--- src/rtl/floor_request_encoder.sv ---
// Call-button front end: synchronise, debounce and latch floor calls, then issue them to the request FIFO one at a time.
// Optional macro ALARM_FLUSH_EN: the rising edge of i_alarm discards all latched calls.
module floor_request_encoder #(
  parameter int NUM_FLOORS      = 16,
  parameter int FLOOR_W         = 4,
  parameter int DEBOUNCE_CYCLES = 4,
  parameter int CNT_W           = 3
) (
  input  logic                  i_clock,
  input  logic                  i_reset,
  input  logic [NUM_FLOORS-1:0] i_buttons,
  input  logic                  i_fifo_full,
  input  logic [FLOOR_W-1:0]    i_current_floor,
  input  logic                  i_open_door,
  input  logic                  i_alarm,
  output logic                  o_wr_en,
  output logic [FLOOR_W-1:0]    o_floor_no,
  output logic [NUM_FLOORS-1:0] o_pending
);

  typedef enum logic [1:0] {IDLE = 2'd0, ISSUE = 2'd1, GAP = 2'd2} state_t;

  state_t                state_r;
  logic [NUM_FLOORS-1:0] sync1_r, sync2_r, deb_r, pending_r, sent_r;
  logic [CNT_W-1:0]      cnt_r [NUM_FLOORS];
  logic [FLOOR_W-1:0]    ptr_r;
  logic                  wr_en_r;
  logic [FLOOR_W-1:0]    floor_r;
`ifdef ALARM_FLUSH_EN
  logic                  alarm_r;
`endif

  logic [NUM_FLOORS-1:0] rise_s, clear_s, cand_s, pending_nx_s, sent_nx_s;
  logic [FLOOR_W:0]      pick_res_s;
  logic [FLOOR_W-1:0]    pick_s, ptr_nx_s;
  logic                  found_s, issue_s, flush_s;

  // Lowest rotated offset from ptr wins: scan downwards so the last hit is the nearest.
  function automatic logic [FLOOR_W:0] pick_first(input logic [NUM_FLOORS-1:0] cand,
                                                  input logic [FLOOR_W-1:0]    ptr);
    logic [FLOOR_W:0] res;
    int               idx;
    res = '0;
    for (int i = NUM_FLOORS - 1; i >= 0; i--) begin
      idx = (int'(ptr) + i) % NUM_FLOORS;
      if (cand[idx]) res = {1'b1, FLOOR_W'(idx)};
      else           res = res;
    end
    return res;
  endfunction

  // Per-floor debounce acceptance and door-open clear masks.
  always_comb begin
    rise_s  = '0;
    clear_s = '0;
    for (int k = 0; k < NUM_FLOORS; k++) begin
      rise_s[k]  = sync2_r[k] && !deb_r[k] && (cnt_r[k] == CNT_W'(DEBOUNCE_CYCLES - 1));
      clear_s[k] = i_open_door && (i_current_floor == FLOOR_W'(k));
    end
  end

  // Issue selection and next-state of the call bitmaps.
  always_comb begin
    cand_s     = pending_r & ~sent_r;
    pick_res_s = pick_first(cand_s, ptr_r);
    found_s    = pick_res_s[FLOOR_W];
    pick_s     = pick_res_s[FLOOR_W-1:0];
    // A call cleared on this edge is not issued, and nothing else is picked in its place.
    issue_s    = (state_r == IDLE) && found_s && !clear_s[pick_s] && !i_fifo_full && !i_alarm;
    if (pick_s == FLOOR_W'(NUM_FLOORS - 1)) ptr_nx_s = '0;
    else                                    ptr_nx_s = pick_s + FLOOR_W'(1);
`ifdef ALARM_FLUSH_EN
    flush_s = i_alarm && !alarm_r;
`else
    flush_s = 1'b0;
`endif
    pending_nx_s = (pending_r | rise_s) & ~clear_s;
    sent_nx_s    = sent_r & ~clear_s;
    if (issue_s) sent_nx_s[pick_s] = 1'b1;
    else         sent_nx_s = sent_nx_s;
    if (flush_s) begin
      pending_nx_s = '0;
      sent_nx_s    = '0;
    end else begin
      pending_nx_s = pending_nx_s;
    end
  end

  // Synchronisers, debounce counters, call bitmaps and the issue FSM.
  always_ff @(posedge i_clock) begin
    if (i_reset) begin
      sync1_r   <= '0;
      sync2_r   <= '0;
      deb_r     <= '0;
      pending_r <= '0;
      sent_r    <= '0;
      ptr_r     <= '0;
      state_r   <= IDLE;
      wr_en_r   <= 1'b0;
      floor_r   <= '0;
      for (int k = 0; k < NUM_FLOORS; k++) cnt_r[k] <= '0;
`ifdef ALARM_FLUSH_EN
      alarm_r   <= 1'b0;
`endif
    end else begin
      sync1_r <= i_buttons;
      sync2_r <= sync1_r;
      for (int k = 0; k < NUM_FLOORS; k++) begin
        if (sync2_r[k] == deb_r[k]) begin
          cnt_r[k] <= '0;
        end else if (cnt_r[k] == CNT_W'(DEBOUNCE_CYCLES - 1)) begin
          deb_r[k] <= sync2_r[k];
          cnt_r[k] <= '0;
        end else begin
          cnt_r[k] <= cnt_r[k] + CNT_W'(1);
        end
      end
      pending_r <= pending_nx_s;
      sent_r    <= sent_nx_s;
`ifdef ALARM_FLUSH_EN
      alarm_r   <= i_alarm;
`endif
      case (state_r)
        IDLE: begin
          if (issue_s) begin
            wr_en_r <= 1'b1;
            floor_r <= pick_s;
            ptr_r   <= ptr_nx_s;
            state_r <= ISSUE;
          end else begin
            wr_en_r <= 1'b0;
          end
        end
        ISSUE: begin
          wr_en_r <= 1'b0;
          state_r <= GAP;
        end
        GAP: begin
          wr_en_r <= 1'b0;
          state_r <= IDLE;
        end
        default: begin
          wr_en_r <= 1'b0;
          state_r <= IDLE;
        end
      endcase
      if (flush_s) ptr_r <= '0;
    end
  end

  assign o_wr_en    = wr_en_r;
  assign o_floor_no = floor_r;
  assign o_pending  = pending_r;

endmodule

--- config.mk ---
export PLATFORM = sky130hd
export DESIGN_NAME = floor_request_encoder
export DESIGN_NICKNAME = d
export VERILOG_FILES = /design/src/rtl/floor_request_encoder.sv
export SDC_FILE = /design/constraint.sdc
export NUM_CORES = 1
export LEC_CHECK = 0
export CORE_MARGIN = 2
export CORE_UTILIZATION = 54
export CTS_CLUSTER_SIZE = 24
export DETAILED_ROUTE_END_ITERATION = 8
export GPL_TIMING_DRIVEN = 1
export PLACE_DENSITY_LB_ADDON = 0.15
export SLEW_MARGIN = 20
export SYNTH_ARGS = -nofsm -noshare
export SYNTH_HDL_FRONTEND = slang
export SYNTH_SLANG_ARGS = --single-unit
--- constraint.sdc ---
create_clock -name i_clock -period 6.57 [get_ports i_clock]
set_input_delay 1.314 -clock i_clock [delete_from_list [all_inputs] [get_ports i_clock]]
set_output_delay 1.314 -clock i_clock [all_outputs]
set_load 0.01 [all_outputs]
==> results, run 1 <==
- The flow ran to the end, and the final reports show no timing, DRC or antenna violations.
- The share of flip-flops with an asynchronous set or reset is 0%.
- In this run the power spent charging and discharging nets is around 1400 uW.
- The clock drives 139 sinks.
- The synthesized cell area is between 0.008 and 0.009 mm^2.
- The critical path is of the reg -> reg type.
- Summed over all instances, the cell type with the most area after synthesis is sky130_fd_sc_hd__dfxtp_1.
- Internal power comes to between 2000 and 2500 uW.
- The number of antenna violations at the first check in global routing came to 0.
- The area of the die is between 0.015 and 0.02 mm^2.
- The worst slew margin relative to its limit is approximately 38%.
- The flop and latch count out of synthesis is around 140.
- The slowest cell on the critical path is sky130_fd_sc_hd__o41ai_4.
- In this run the most critical hold path is launched from state_r[1]$_SDFFE_PP0P_.
- The register-to-register setup slack is 1170 ps.
- The quantity of hold-fixing buffers added after cts is 0.
- The net count of the finished layout is between 1000 and 1500.
- The count of pins over their slew limit is 0.
- The kind of end point of the critical path is a register.
- The category of cells accounting for the largest share of critical-path delay is compound AO/OA/AOI/OAI gates.
- Counting along the longest clock path gives a buffer depth of 2.
- The total power after layout is around 3500 uW.
- The largest incremental delay on the critical path is 750 ps.
- The via count of the first global-routing pass is approximately 7000.
- The post-synthesis sequential area ratio is between 30% and 40%.
- After layout, the worst path uses 82.1% of the clock period.
- The clock tree synthesis step divided the H-tree into 4 levels.
- The effective utilization at floorplan is about 55%.
- The die is around 130 um wide.
- The total leakage power is roughly 0.0040 uW.
- The first global-routing pass estimated ~37000 um of wire.
- Setup repair after global routing left no endpoint under its margin.
- Of all nets on the critical path, the largest fanout is 23.
- The worst register-to-register path ends at sent_r[14]$_SDFF_PP0_.
- Global routing used 7.78% of the available met3 tracks.
- Registers are responsible for between 20 and 30% of the overall power.
- Walking the worst path, the cells encountered are inv_1 -> buf_4 -> ha_1 -> mux4_2 -> a22o_1 -> or2_2 -> o311a_1 -> nor4_1 -> o31ai_1 -> and2b_1 -> xnor2_1 -> o41ai_4 -> buf_4 -> o21ai_0.
- Global routing consumed, over all layers together, between 20% and 30% of the routing resources.
- The timing-limited maximum frequency is approximately 0.19 GHz.
- A synthesized cell averages roughly 9.7 um^2.
- The required time of the worst setup path is 6870 ps.
- For this run, global-route usage on met2 was measured as between 40 and 50%.
- The transition time at the pin with the least slew margin is 931 ps.
- The tree is rooted in a sky130_fd_sc_hd__clkbuf_16.
- By instance count, the cell type seen most on the critical path is sky130_fd_sc_hd__buf_4.
- Detailed routing inserted a total of around 7600 vias.
- The number of synthesized flops with an enable pin is 48.
- The number of buffers added for setup after CTS is 0.
- Routability-driven placement finished with a final weighted congestion of around 0.97.
- Counting cells, the worst reg-to-reg path comes to 14.
- The number of optimization iterations in the first detailed-route pass is 7.
- In this run the biggest area consumer among cell types represents between 20% and 30% of the synthesized area.
- The cell depth of the worst setup path is 14.
- The most used routing layer in global routing is met2.
- For the worst-skew pair, the clock arrives at the later sink with an insertion delay of 420 ps.
- The worst vdd rail ir drop is between 150 and 200 uV.
- The remaining design rule violation count is 0.
- The worst hold path endpoint is state_r[1]$_SDFFE_PP0P_.
- Along the worst hold path, the cell count comes to 1.
- The count of distinct cell types in the synthesized netlist is 76.
- In this run, the clock network consumes 27.9% of the power.
- The fraction of layout cells with a size suffix above 1 is between 10% and 20%.
- The arrival time of the worst setup path is roughly 5700 ps.
- After global routing the overflow that remains totals 0.
- The number of diodes added for antenna fixing is 0.
- Setup violations remaining at the end of the flow were counted as 0.
- Combinational cells account for a little over two fifths of the total power.
- The total count of hold-check failures in the final report was 0.
- By area the synthesized netlist is led by sky130_fd_sc_hd__dfxtp_1 20%, sky130_fd_sc_hd__edfxtp_1 16%, sky130_fd_sc_hd__mux4_2 8.3%.
- The final wirelength is between 20000 and 25000 um.
- The number of rows created at floorplan is between 40 and 50.
- For this block, the initial DRC count from the detailed router was between 800 and 900.
- The synthesis-to-layout area growth is 15.7%.
- The CTS tree is done.
- Using the TritonRoute via totals, the vias-per-cell ratio works out to roughly 6.1.
- The count of pins on the block boundary is 46.
- The number of gates resized after CTS is 0.
- The min-delay analysis places its worst path in the category reg -> reg.
- The count of nets left with antenna violations once routing finished came out at 0.
- The end-of-flow core utilization is 63.1%.
- Clock-pin slew was measured on the worst setup and hold paths at ~60 ps.
- Entering global routing, the biggest net connects 95 pins.
- TritonCTS created 17 clock buffers.
- The final clock skew is 8.23 ps.
- The beginning of the worst register-to-register path is ptr_r[1]$_SDFFE_PP0P_.
- The final setup TNS is 0 ps.
- The total half-perimeter wirelength after legalization and detailed placement is 17000 um.
- The met1 track demand over resource in global routing is a little over a third.
- The die span in y is approximately 130 um.
- Synthesis handed over a netlist of 923 instances.
- The final critical delay including setup and external delays is about 5400 ps.
- The total number of yosys warnings is 0.
- The combined buffer and inverter count along the critical path is 3.
- The most used flip-flop cell after synthesis is sky130_fd_sc_hd__dfxtp_1.
- In this run the standard cell core region covers 0.0164 mm^2.
- The ratio of total power to cell area is around 330 mW/mm^2.
- In this run switching power makes up approximately 40% of total power.
- STA classifies the critical path startpoint as a register.
- The per-cell routed wire length is roughly 19 um.
- The number of buffers added on ports is 45.
- The tool flagged a number of max-cap violations equal to 0.
[cells in the mapped netlist (28+ instances only)]
| master | instances |
|---|---|
| sky130_fd_sc_hd__nor2_1 | 59 |
| sky130_fd_sc_hd__ha_1 | 59 |
| sky130_fd_sc_hd__inv_1 | 55 |
| sky130_fd_sc_hd__clkbuf_1 | 28 |
| sky130_fd_sc_hd__mux4_2 | 33 |
| sky130_fd_sc_hd__dfxtp_1 | 91 |
| sky130_fd_sc_hd__nand2_1 | 50 |
| sky130_fd_sc_hd__nor2b_1 | 77 |
| sky130_fd_sc_hd__a21oi_1 | 54 |
| sky130_fd_sc_hd__nor4_1 | 48 |
| sky130_fd_sc_hd__edfxtp_1 | 48 |
[sequential cells by signal, summed over array words and instances (netlist names)]
register / flops
o_pending: 16
o_floor_no: 4
sync2_r: 16
deb_r: 16
o_wr_en: 1
sync1_r: 16
sent_r: 16
cnt_r: 48
state_r: 2
ptr_r: 4
[cell type report]
cell class,instances,area (um^2)
clock inverters,13,158
flip-flops and latches,139,3260
clock buffers,19,443
multi-input cells,726,5450
fillers,1381,6050
well taps,220,275
repair buffers,60,561
inverters,57,214
[placed cells by master (no fill, tap or decap), types with 13 or more instances in the layout]
master / n
sky130_fd_sc_hd__clkdlybuf4s50_1: 44
sky130_fd_sc_hd__a21oi_1: 54
sky130_fd_sc_hd__ha_1: 59
sky130_fd_sc_hd__nor2_1: 59
sky130_fd_sc_hd__buf_4: 16
sky130_fd_sc_hd__nor2b_1: 77
sky130_fd_sc_hd__a31oi_1: 22
sky130_fd_sc_hd__conb_1: 48
sky130_fd_sc_hd__nor3b_1: 13
sky130_fd_sc_hd__mux2_2: 14
sky130_fd_sc_hd__nand2_1: 50
sky130_fd_sc_hd__nand2b_1: 24
sky130_fd_sc_hd__dfxtp_1: 90
sky130_fd_sc_hd__o21ai_0: 24
sky130_fd_sc_hd__nor4b_1: 19
sky130_fd_sc_hd__nor4_1: 48
sky130_fd_sc_hd__mux2i_1: 15
sky130_fd_sc_hd__clkbuf_16: 17
sky130_fd_sc_hd__inv_1: 55
sky130_fd_sc_hd__mux4_2: 33
sky130_fd_sc_hd__edfxtp_1: 48
[cell families (layout without fill, tap and decap cells)]
logic type / Yosys count / in the layout / share of synthesized area [%]
buf+inv: 105 / 149 / 4.68
fa+ha+maj: 59 / 59 / 8.25
flops: 139 / 139 / 36.5
simple gates: 349 / 349 / 22.5
other cells: 1 / 48 / 0.0419
mux: 64 / 64 / 12.0
compound gates: 187 / 187 / 14.1
xor+xnor: 19 / 19 / 1.94
[per-stage QoR]
stage	setup slack (ps)	cells	area, um^2	hold WS (ps)
detailed placement	1320	1202	9760	412
CTS	1290	1234	10400	421
floorplan	1500	970	9130	389
global route	879	1234	10400	448
global placement	1350	1202	9760	403
finish	1170	1234	10400	431
[worst register-to-register path: stages (launching register included)]
cell,delay (ps)
sky130_fd_sc_hd__dfxtp_1,370
sky130_fd_sc_hd__inv_1,70
sky130_fd_sc_hd__buf_4,230
sky130_fd_sc_hd__ha_1,750
sky130_fd_sc_hd__mux4_2,630
sky130_fd_sc_hd__a22o_1,290
sky130_fd_sc_hd__or2_2,320
sky130_fd_sc_hd__o311a_1,340
sky130_fd_sc_hd__nor4_1,340
sky130_fd_sc_hd__o31ai_1,160
sky130_fd_sc_hd__and2b_1,340
sky130_fd_sc_hd__xnor2_1,220
sky130_fd_sc_hd__o41ai_4,750
sky130_fd_sc_hd__buf_4,340
sky130_fd_sc_hd__o21ai_0,120
[metal layers]
metal / wire length (um) / share of wire [%]
met5: 0 / 0
met4: 786 / 3.4
met3: 2280 / 9.9
met2: 10200 / 44
met1: 9760 / 42
[power groups by stage]
stage	Combinational [uW]	Clock, uW	Sequential, uW
floorplan	1090	0	1010
global placement	1440	0	1020
detailed placement	1440	0	1020
CTS	1450	980	1000
global route	1610	1020	1010
finish	1490	966	1000
[worst max-delay path by stage]
stage                                from               endpoint
finish              ptr_r[1]$_SDFFE_PP0P_  sent_r[14]$_SDFF_PP0_
global route        ptr_r[1]$_SDFFE_PP0P_  sent_r[14]$_SDFF_PP0_
CTS                 ptr_r[1]$_SDFFE_PP0P_  sent_r[14]$_SDFF_PP0_
detailed placement  ptr_r[1]$_SDFFE_PP0P_  sent_r[14]$_SDFF_PP0_
global placement    ptr_r[1]$_SDFFE_PP0P_   sent_r[6]$_SDFF_PP0_
floorplan           ptr_r[1]$_SDFFE_PP0P_  ptr_r[1]$_SDFFE_PP0P_
No activity file was read; power rests on OpenSTA's default activity.
==> inputs of run 2 (changes only) <==
==> constraint.sdc (replaced) <==
create_clock -name i_clock -period 5.6 [get_ports i_clock]
set_input_delay 1.12 -clock i_clock [delete_from_list [all_inputs] [get_ports i_clock]]
set_output_delay 1.12 -clock i_clock [all_outputs]
set_load 0.01 [all_outputs]
==> results, run 2 (synthesis gave the netlist of run 1 again) <==
- The final antenna-violating net count is 0 (unchanged).
- The number of cell instances on the worst register-to-register path is 16 (+2).
- The overall via count from detail_route was 7497 (-0.70%).
- The worst slack at placement is 531 ps (-793 ps).
- The post-CTS clock slew at the launch and capture registers of the worst setup and hold paths is 60 ps (about the same).
- The number of buffers created by CTS is 17 (unchanged).
- The total count of hold-check failures in the final report is 0 (unchanged).
- In this run the clock root is driven by a sky130_fd_sc_hd__clkbuf_16.
- The first-pass GRT wire length is 37500 um (+1.3%).
- The layout net count is 1088 (+0.28%).
- The part of the total power dissipated in combinational logic was 43.2% (about the same).
- The largest net degree at the start of global routing was 88 (-7.4%).
- The count of pins over their slew limit is 0 (unchanged).
- The via count of the first global-routing pass is 7032 (+0.82%).
- The worst register-to-register path ends at sent_r[3]$_SDFF_PP0_.
- The final clock period utilization by the worst path is 92.7% (+11 points).
- The largest incremental delay on the critical path is 740 ps (about the same).
- The worst slew margin relative to its limit was 39.0% (+1.0 points).
- The register-to-register setup slack is 410 ps (-760 ps).
- The global-route met2 utilization is 41.8% (+0.60 points).
- The remaining design rule violation count is 0 (unchanged).
- The die span in y is 133 um (unchanged).
- The maximum buffer depth of the clock tree was 2 (unchanged).
- The final clock skew was 12.2 ps (+3.93 ps).
- The sequential power share is 28.9% (about the same).
- The total routing usage reported by global routing is 27.0% (+0.19 points).
- The setup-violating endpoint count in the final report is 0 (unchanged).
- The post-route cell area is 0.0104 mm^2 (+0.39%).
- The met1 track demand over resource in global routing is 35.9% (-0.40 points).
- The area of the die is 0.0176 mm^2 (unchanged).
- The slowest cell on the critical path is sky130_fd_sc_hd__o41ai_4.
- The number of gates resized after CTS came to 0 (unchanged).
- The quantity of hold-fixing buffers added after cts is 0 (unchanged).
- The worst path setup slack after routing is 409 ps (-765 ps).
- The final wirelength is 23400 um (+1.8%).
- The count of pins on the block boundary is 46 (unchanged).
- The number of optimization iterations in the first detailed-route pass is 6 (-1).
- The number of placed instances, taps included is 1205 (+0.25%).
- The internal power component was 2480 uW (+18%).
- The critical path goes through inv_2 -> ha_1 -> inv_1 -> buf_4 -> a2111oi_0 -> nor4_1 -> buf_4 -> a22oi_1 -> nor4b_1 -> o211ai_1 -> o221ai_2 -> a21oi_1 -> nand3b_1 -> o41ai_4 -> buf_4 -> o31ai_1.
- The switching fraction of total power is 39.6% (about the same).
- The number of clock sinks is 139 (unchanged).
- The ratio of total power to cell area is 394 mW/mm^2 (+18%).
- The post-placement cell area was 0.00979 mm^2 (+0.36%).
- The worst setup path is launched from a register.
- The top fanout value on the critical path is 17 (-26%).
- The portion of total power attributed to the clock network came to 27.9% (about the same).
- The number of rows created at floorplan is 47 (unchanged).
- The net switching power came to 1630 uW (+18%).
- The arrival time of the worst setup path is 5480 ps (-210 ps).
- The number of antenna violations at the first check in global routing is 0 (unchanged).
- The flip-flop count of the largest register, all copies and words added came to 48 (unchanged).
- The routed via count divided by cell count is 6.06 (-0.94%).
- From synthesis to final layout, the design area changed by 16.2%.
- The met3 usage in global routing came to 7.55% (-0.23 points).
- The final critical delay including setup and external delays was 5190 ps (-205 ps).
- The DRC violation total after the first TritonRoute iteration came to 690 (-19%).
- The critical path in this run is classified as reg -> reg.
- The required time of the worst setup path is 5890 ps (-980 ps).
- The core outline area is 0.0164 mm^2 (unchanged).
- The fraction of layout cells with a size suffix above 1 is 10.9% (+0.36 points).
- The CTS H-tree depth is 4 (unchanged).
- After global routing, the most crowded layer is met2.
- In this run the most critical hold path is launched from state_r[1]$_SDFFE_PP0P_.
- The path with the worst hold slack has its endpoint at state_r[1]$_SDFFE_PP0P_.
- The kind of end point of the critical path is a register.
- The total leakage power was 0.00399 uW (+0.18%).
- The per-cell routed wire length is 18.9 um (+1.5%).
- In the layout the commonest cells are 90 x sky130_fd_sc_hd__dfxtp_1, 77 x sky130_fd_sc_hd__nor2b_1, 59 x sky130_fd_sc_hd__nor2_1, 59 x sky130_fd_sc_hd__ha_1, 55 x sky130_fd_sc_hd__inv_1.
- The aggregate global routing overflow is 0 (unchanged).
- The number of buffers added on ports came to 45 (unchanged).
- The flow ran to the end, and the final reports show no timing, DRC or antenna violations.
- The number of fillers in the final layout was 1361 (-1.4%).
- The number of max-capacitance violations reported is 0 (unchanged).
- TritonCTS built the clock tree.
- The final setup TNS is 0 ps (unchanged).
- The number of buffers added for setup after CTS is 0 (unchanged).
- The number of diodes added for antenna fixing is 0 (unchanged).
- The die boundary width is 133 um (unchanged).
- Among the stages of the critical path, the cell type that occurs most often is sky130_fd_sc_hd__buf_4.
- The transition time at the pin with the least slew margin is 913 ps (-17.2 ps).
- The count of non-filler cells in the finished layout came to 1237 (+0.24%).
- The total half-perimeter wirelength after legalization and detailed placement came to 17700 um (+4.6%).
- The effective utilization at floorplan is 54.6% (unchanged).
- More flip-flops sit in one register than any other, and that register is cnt_r.
- The number of cells on the worst hold path is 1 (unchanged).
- The worst vdd rail ir drop is 275 uV (+38%).
- The global placement routability congestion is 1.01 (+3.7%).
- The class of the tightest hold or removal check is reg -> reg.
- The latest clock arrival within the worst-skew pair is 420 ps (about the same).
- The leading cell type in the layout, fill and taps excluded is sky130_fd_sc_hd__dfxtp_1.
- The beginning of the worst register-to-register path is ptr_r[0]$_SDFFE_PP0P_.
- Setup repair after global routing left no endpoint under its margin.
- The timing-limited maximum frequency is 0.193 GHz (+4.0%).
==> run 2: per-stage QoR <==
| stage | hold WS [ps] | power [uW] | utilization [%] |
|---|---|---|---|
| CTS | 421 | 4090 | 63.4 |
| global placement | 400 | 2930 | 59.7 |
| detailed placement | 412 | 2930 | 59.7 |
| global route | 447 | 4320 | 63.4 |
| finish | 418 | 4100 | 63.4 |
| floorplan | 389 | 2460 | - |
==> run 2: worst max path at each step <==
stage	start	to	slack, ps	cells past startpoint
finish	ptr_r[0]$_SDFFE_PP0P_	sent_r[3]$_SDFF_PP0_	410	16
global route	ptr_r[0]$_SDFFE_PP0P_	sent_r[8]$_SDFF_PP0_	110	16
CTS	ptr_r[0]$_SDFFE_PP0P_	sent_r[3]$_SDFF_PP0_	490	16
detailed placement	ptr_r[2]$_SDFFE_PP0P_	sent_r[8]$_SDFF_PP0_	530	14
global placement	ptr_r[2]$_SDFFE_PP0P_	sent_r[10]$_SDFF_PP0_	560	14
floorplan	ptr_r[1]$_SDFFE_PP0P_	ptr_r[1]$_SDFFE_PP0P_	530	17
==> run 2: routing by layer <==
layer	routed length, um	vias up
li1	-	3579
met1	10200	3551
met2	10600	313
met3	1870	54
met4	806	0
met5	0	-
==> run 2: critical path, delay by kind of cell, from the launching register on <==
kind / cells / cell delay, ps
DFF: 1 / 490
AOI/OAI and AO/OA: 7 / 2380
adders and majority gates: 1 / 490
buffers and inverters: 5 / 1060
and+or+nand+nor: 3 / 650
==> run 2: cell type report <==
cell class	instances	area, um^2	area share (%)
inverters	57	214	2.06
multi-input cells	726	5450	52.4
flip-flops and latches	139	3260	31.4
well taps	220	275	2.65
repair buffers	63	596	5.73
clock buffers	17	425	4.09
clock inverters	15	180	1.73
==> run 2: power groups by stage <==
stage	Clock, uW	Sequential [uW]	Combinational (uW)
final	1140	1180	1770
after global routing	1210	1190	1920
after CTS	1170	1180	1740
after detailed placement	0	1200	1730
after global placement	0	1200	1730
after floorplan	0	1180	1280
==> inputs of run 3 (changes only) <==
--- a/config.mk
+++ b/config.mk
@@ -5,7 +5,6 @@
 export SDC_FILE = /design/constraint.sdc
 export NUM_CORES = 1
 export LEC_CHECK = 0
-export CORE_MARGIN = 2
 export CORE_UTILIZATION = 54
 export CTS_CLUSTER_SIZE = 24
 export DETAILED_ROUTE_END_ITERATION = 8
==> constraint.sdc (replaced) <==
create_clock -name i_clock -period 5.13 [get_ports i_clock]
set_input_delay 1.026 -clock i_clock [delete_from_list [all_inputs] [get_ports i_clock]]
set_output_delay 1.026 -clock i_clock [all_outputs]
set_load 0.01 [all_outputs]
==> results, run 3 (synthesis gave the netlist of run 1 again) <==
- The largest net degree at the start of global routing came to 90 (+2.3%).
- The total routing usage reported by global routing is 29.2% (+2.2 points).
- The startpoint of the most critical setup path is ptr_r[2]$_SDFFE_PP0P_.
- The quantity of hold-fixing buffers added after cts is 0 (unchanged).
- The total leakage power is 0.00402 uW (+0.76%).
- The number of antenna violations at the first check in global routing is 0 (unchanged).
- The leading cell type in the layout, fill and taps excluded is sky130_fd_sc_hd__dfxtp_1.
- The timing-limited maximum frequency was 0.210 GHz (+8.7%).
- The first-pass GRT wire length was 37700 um (+0.44%).
- The remaining design rule violation count came to 0 (unchanged).
- The number of buffers created by CTS is 17 (unchanged).
- The fraction of layout cells with a size suffix above 1 is 11.3% (+0.42 points).
- The number of diodes added for antenna fixing is 0 (unchanged).
- The post-CTS clock slew at the launch and capture registers of the worst setup and hold paths is 60 ps (about the same).
- The count of pins on the block boundary was 46 (unchanged).
- In this run the most critical hold path is launched from state_r[1]$_SDFFE_PP0P_.
- The met2 routed wirelength is 10700 um (+1.4%).
- The via count of the first global-routing pass is 7146 (+1.6%).
- The final setup TNS is 0 ps (unchanged).
- The critical path startpoint category is a register.
- The area of the die is 0.0171 mm^2 (-3.0%).
- The worst register-to-register path begins at ptr_r[2]$_SDFFE_PP0P_.
- The count of pins over their slew limit is 0 (unchanged).
- The core outline area was 0.0161 mm^2 (-2.1%).
- The number of max-capacitance violations reported came to 0 (unchanged).
- TritonCTS built the clock tree.
- The worst vdd rail ir drop is 275 uV (about the same).
- The required time of the worst setup path is 5420 ps (-470 ps).
- The final clock skew is 8.96 ps (-3.20 ps).
- The ratio of total power to cell area came to 436 mW/mm^2 (+11%).
- The final antenna-violating net count came to 0 (unchanged).
- The detailed-routing wirelength on met1 is 10100 um (-0.70%).
- The number of gates resized after CTS is 0 (unchanged).
- The number of clock sinks is 139 (unchanged).
- The setup-violating endpoint count in the final report is 0 (unchanged).
- The number of placed instances, taps included was 1208 (+0.25%).
- The transition time at the pin with the least slew margin is 969 ps (+55.8 ps).
- The post-placement cell area is 0.00983 mm^2 (+0.36%).
- The met3 wirelength from detailed routing is 1850 um (-0.75%).
- The aggregate global routing overflow is 0 (unchanged).
- The class of the tightest hold or removal check is reg -> reg.
- The per-cell routed wire length was 19.0 um (+0.13%).
- The number of buffers added for setup after CTS is 0 (unchanged).
- The maximum buffer depth of the clock tree is 2 (unchanged).
- The latest clock arrival within the worst-skew pair is 420 ps (about the same).
- The effective utilization at floorplan came to 55.7% (+1.2 points).
- The layout net count is 1095 (+0.64%).
- The overall via count from detail_route was 7572 (+1.0%).
- The count of non-filler cells in the finished layout is 1239 (+0.16%).
- The worst slew margin relative to its limit is 34.9% (-4.1 points).
- The critical path is of the reg -> reg type.
- The run finished with clean final reports.
- The worst hold slack across all endpoints is 414 ps (-3.97 ps).
- The routed via count divided by cell count is 6.11 (+0.84%).
- The CTS H-tree depth is 4 (unchanged).
- The library cell used as clock root buffer is sky130_fd_sc_hd__clkbuf_16.
- The number of optimization iterations in the first detailed-route pass came to 6 (unchanged).
- The synthesis-to-layout area growth is 16.6%.
- The DRC violation total after the first TritonRoute iteration is 714 (+3.5%).
- Setup repair after global routing left no endpoint under its margin.
- The global placement routability congestion is 0.994 (-1.3%).
- The number of rows created at floorplan is 46 (-2.1%).
- The uppermost layer routed is met4.
- The total half-perimeter wirelength after legalization and detailed placement is 17600 um (-0.80%).
- The post-route cell area is 0.0104 mm^2 (+0.36%).
- The library cells used most frequently in the layout, excluding fill and tap cells, are 90 x sky130_fd_sc_hd__dfxtp_1, 77 x sky130_fd_sc_hd__nor2b_1, 59 x sky130_fd_sc_hd__nor2_1, 59 x sky130_fd_sc_hd__ha_1, 55 x sky130_fd_sc_hd__inv_1.
- The flip-flop count of the largest register, all copies and words added is 48 (unchanged).
- The arrival time of the worst setup path is 5070 ps (-410 ps).
- The die boundary width is 131 um (-1.5%).
- The die span in y is 131 um (-1.5%).
- The final critical delay including setup and external delays was 4770 ps (-418 ps).
- The final wirelength is 23500 um (+0.29%).
- The number of buffers added on ports was 45 (unchanged).
- The final clock period utilization by the worst path came to 93.0% (+0.35 points).
- The most flop-heavy register is cnt_r.
- The total count of hold-check failures in the final report was 0 (unchanged).
- The top fanout value on the critical path is 23 (+6).
- The kind of end point of the critical path is a register.
-- run 3: worst paths after layout --
kind	endpoint	slack (ps)	depth (start not counted)
hold / removal	state_r[1]$_SDFFE_PP0P_	410	1
hold reg to reg	state_r[1]$_SDFFE_PP0P_	410	1
setup reg to reg	sent_r[0]$_SDFF_PP0_	360	14
setup / recovery	sent_r[0]$_SDFF_PP0_	360	14
-- run 3: worst max-delay path: stages (launching register included) --
cell and delay (ps):
sky130_fd_sc_hd__dfxtp_1 340, sky130_fd_sc_hd__buf_4 310, sky130_fd_sc_hd__ha_1 300, sky130_fd_sc_hd__xor2_1 510
sky130_fd_sc_hd__mux4_2 600, sky130_fd_sc_hd__mux4_2 580, sky130_fd_sc_hd__o221ai_1 210, sky130_fd_sc_hd__nor4_1 80
sky130_fd_sc_hd__o31ai_1 510, sky130_fd_sc_hd__and2b_1 240, sky130_fd_sc_hd__xnor2_1 100, sky130_fd_sc_hd__o41ai_4 310
sky130_fd_sc_hd__buf_4 220, sky130_fd_sc_hd__buf_4 220, sky130_fd_sc_hd__o31ai_1 100
-- run 3: cell type report --
type	count	area, um^2
well taps	216	270
repair buffers	70	636
clock buffers	17	425
multi-input cells	726	5450
clock inverters	14	183
flip-flops and latches	139	3260
inverters	57	214
fillers	1315	5620
-- run 3: per-stage QoR --
stage                     worst slack (ps)  total power, uW  utilization [%]
after global routing                  56.9             4770             65.0
after floorplan                       64.9             2690                -
after global placement                 488             3240             61.2
after detailed placement               462             3250             61.2
final                                  357             4550             65.0
after CTS                              430             4520             65.0
-- run 3: where the power goes --
group	switching [uW]	internal (uW)	leakage [uW]
Clock	496	772	0.000288
Sequential	69.4	1230	0.00124
Combinational	1220	773	0.00250
Total	1780	2770	0.00402
-- run 3: metal layers --
metal,GRT usage (%),up-vias
met5,0,-
met4,12.8,0
met3,6.68,63
met2,46.1,342
met1,38.2,3562
li1,-,3605
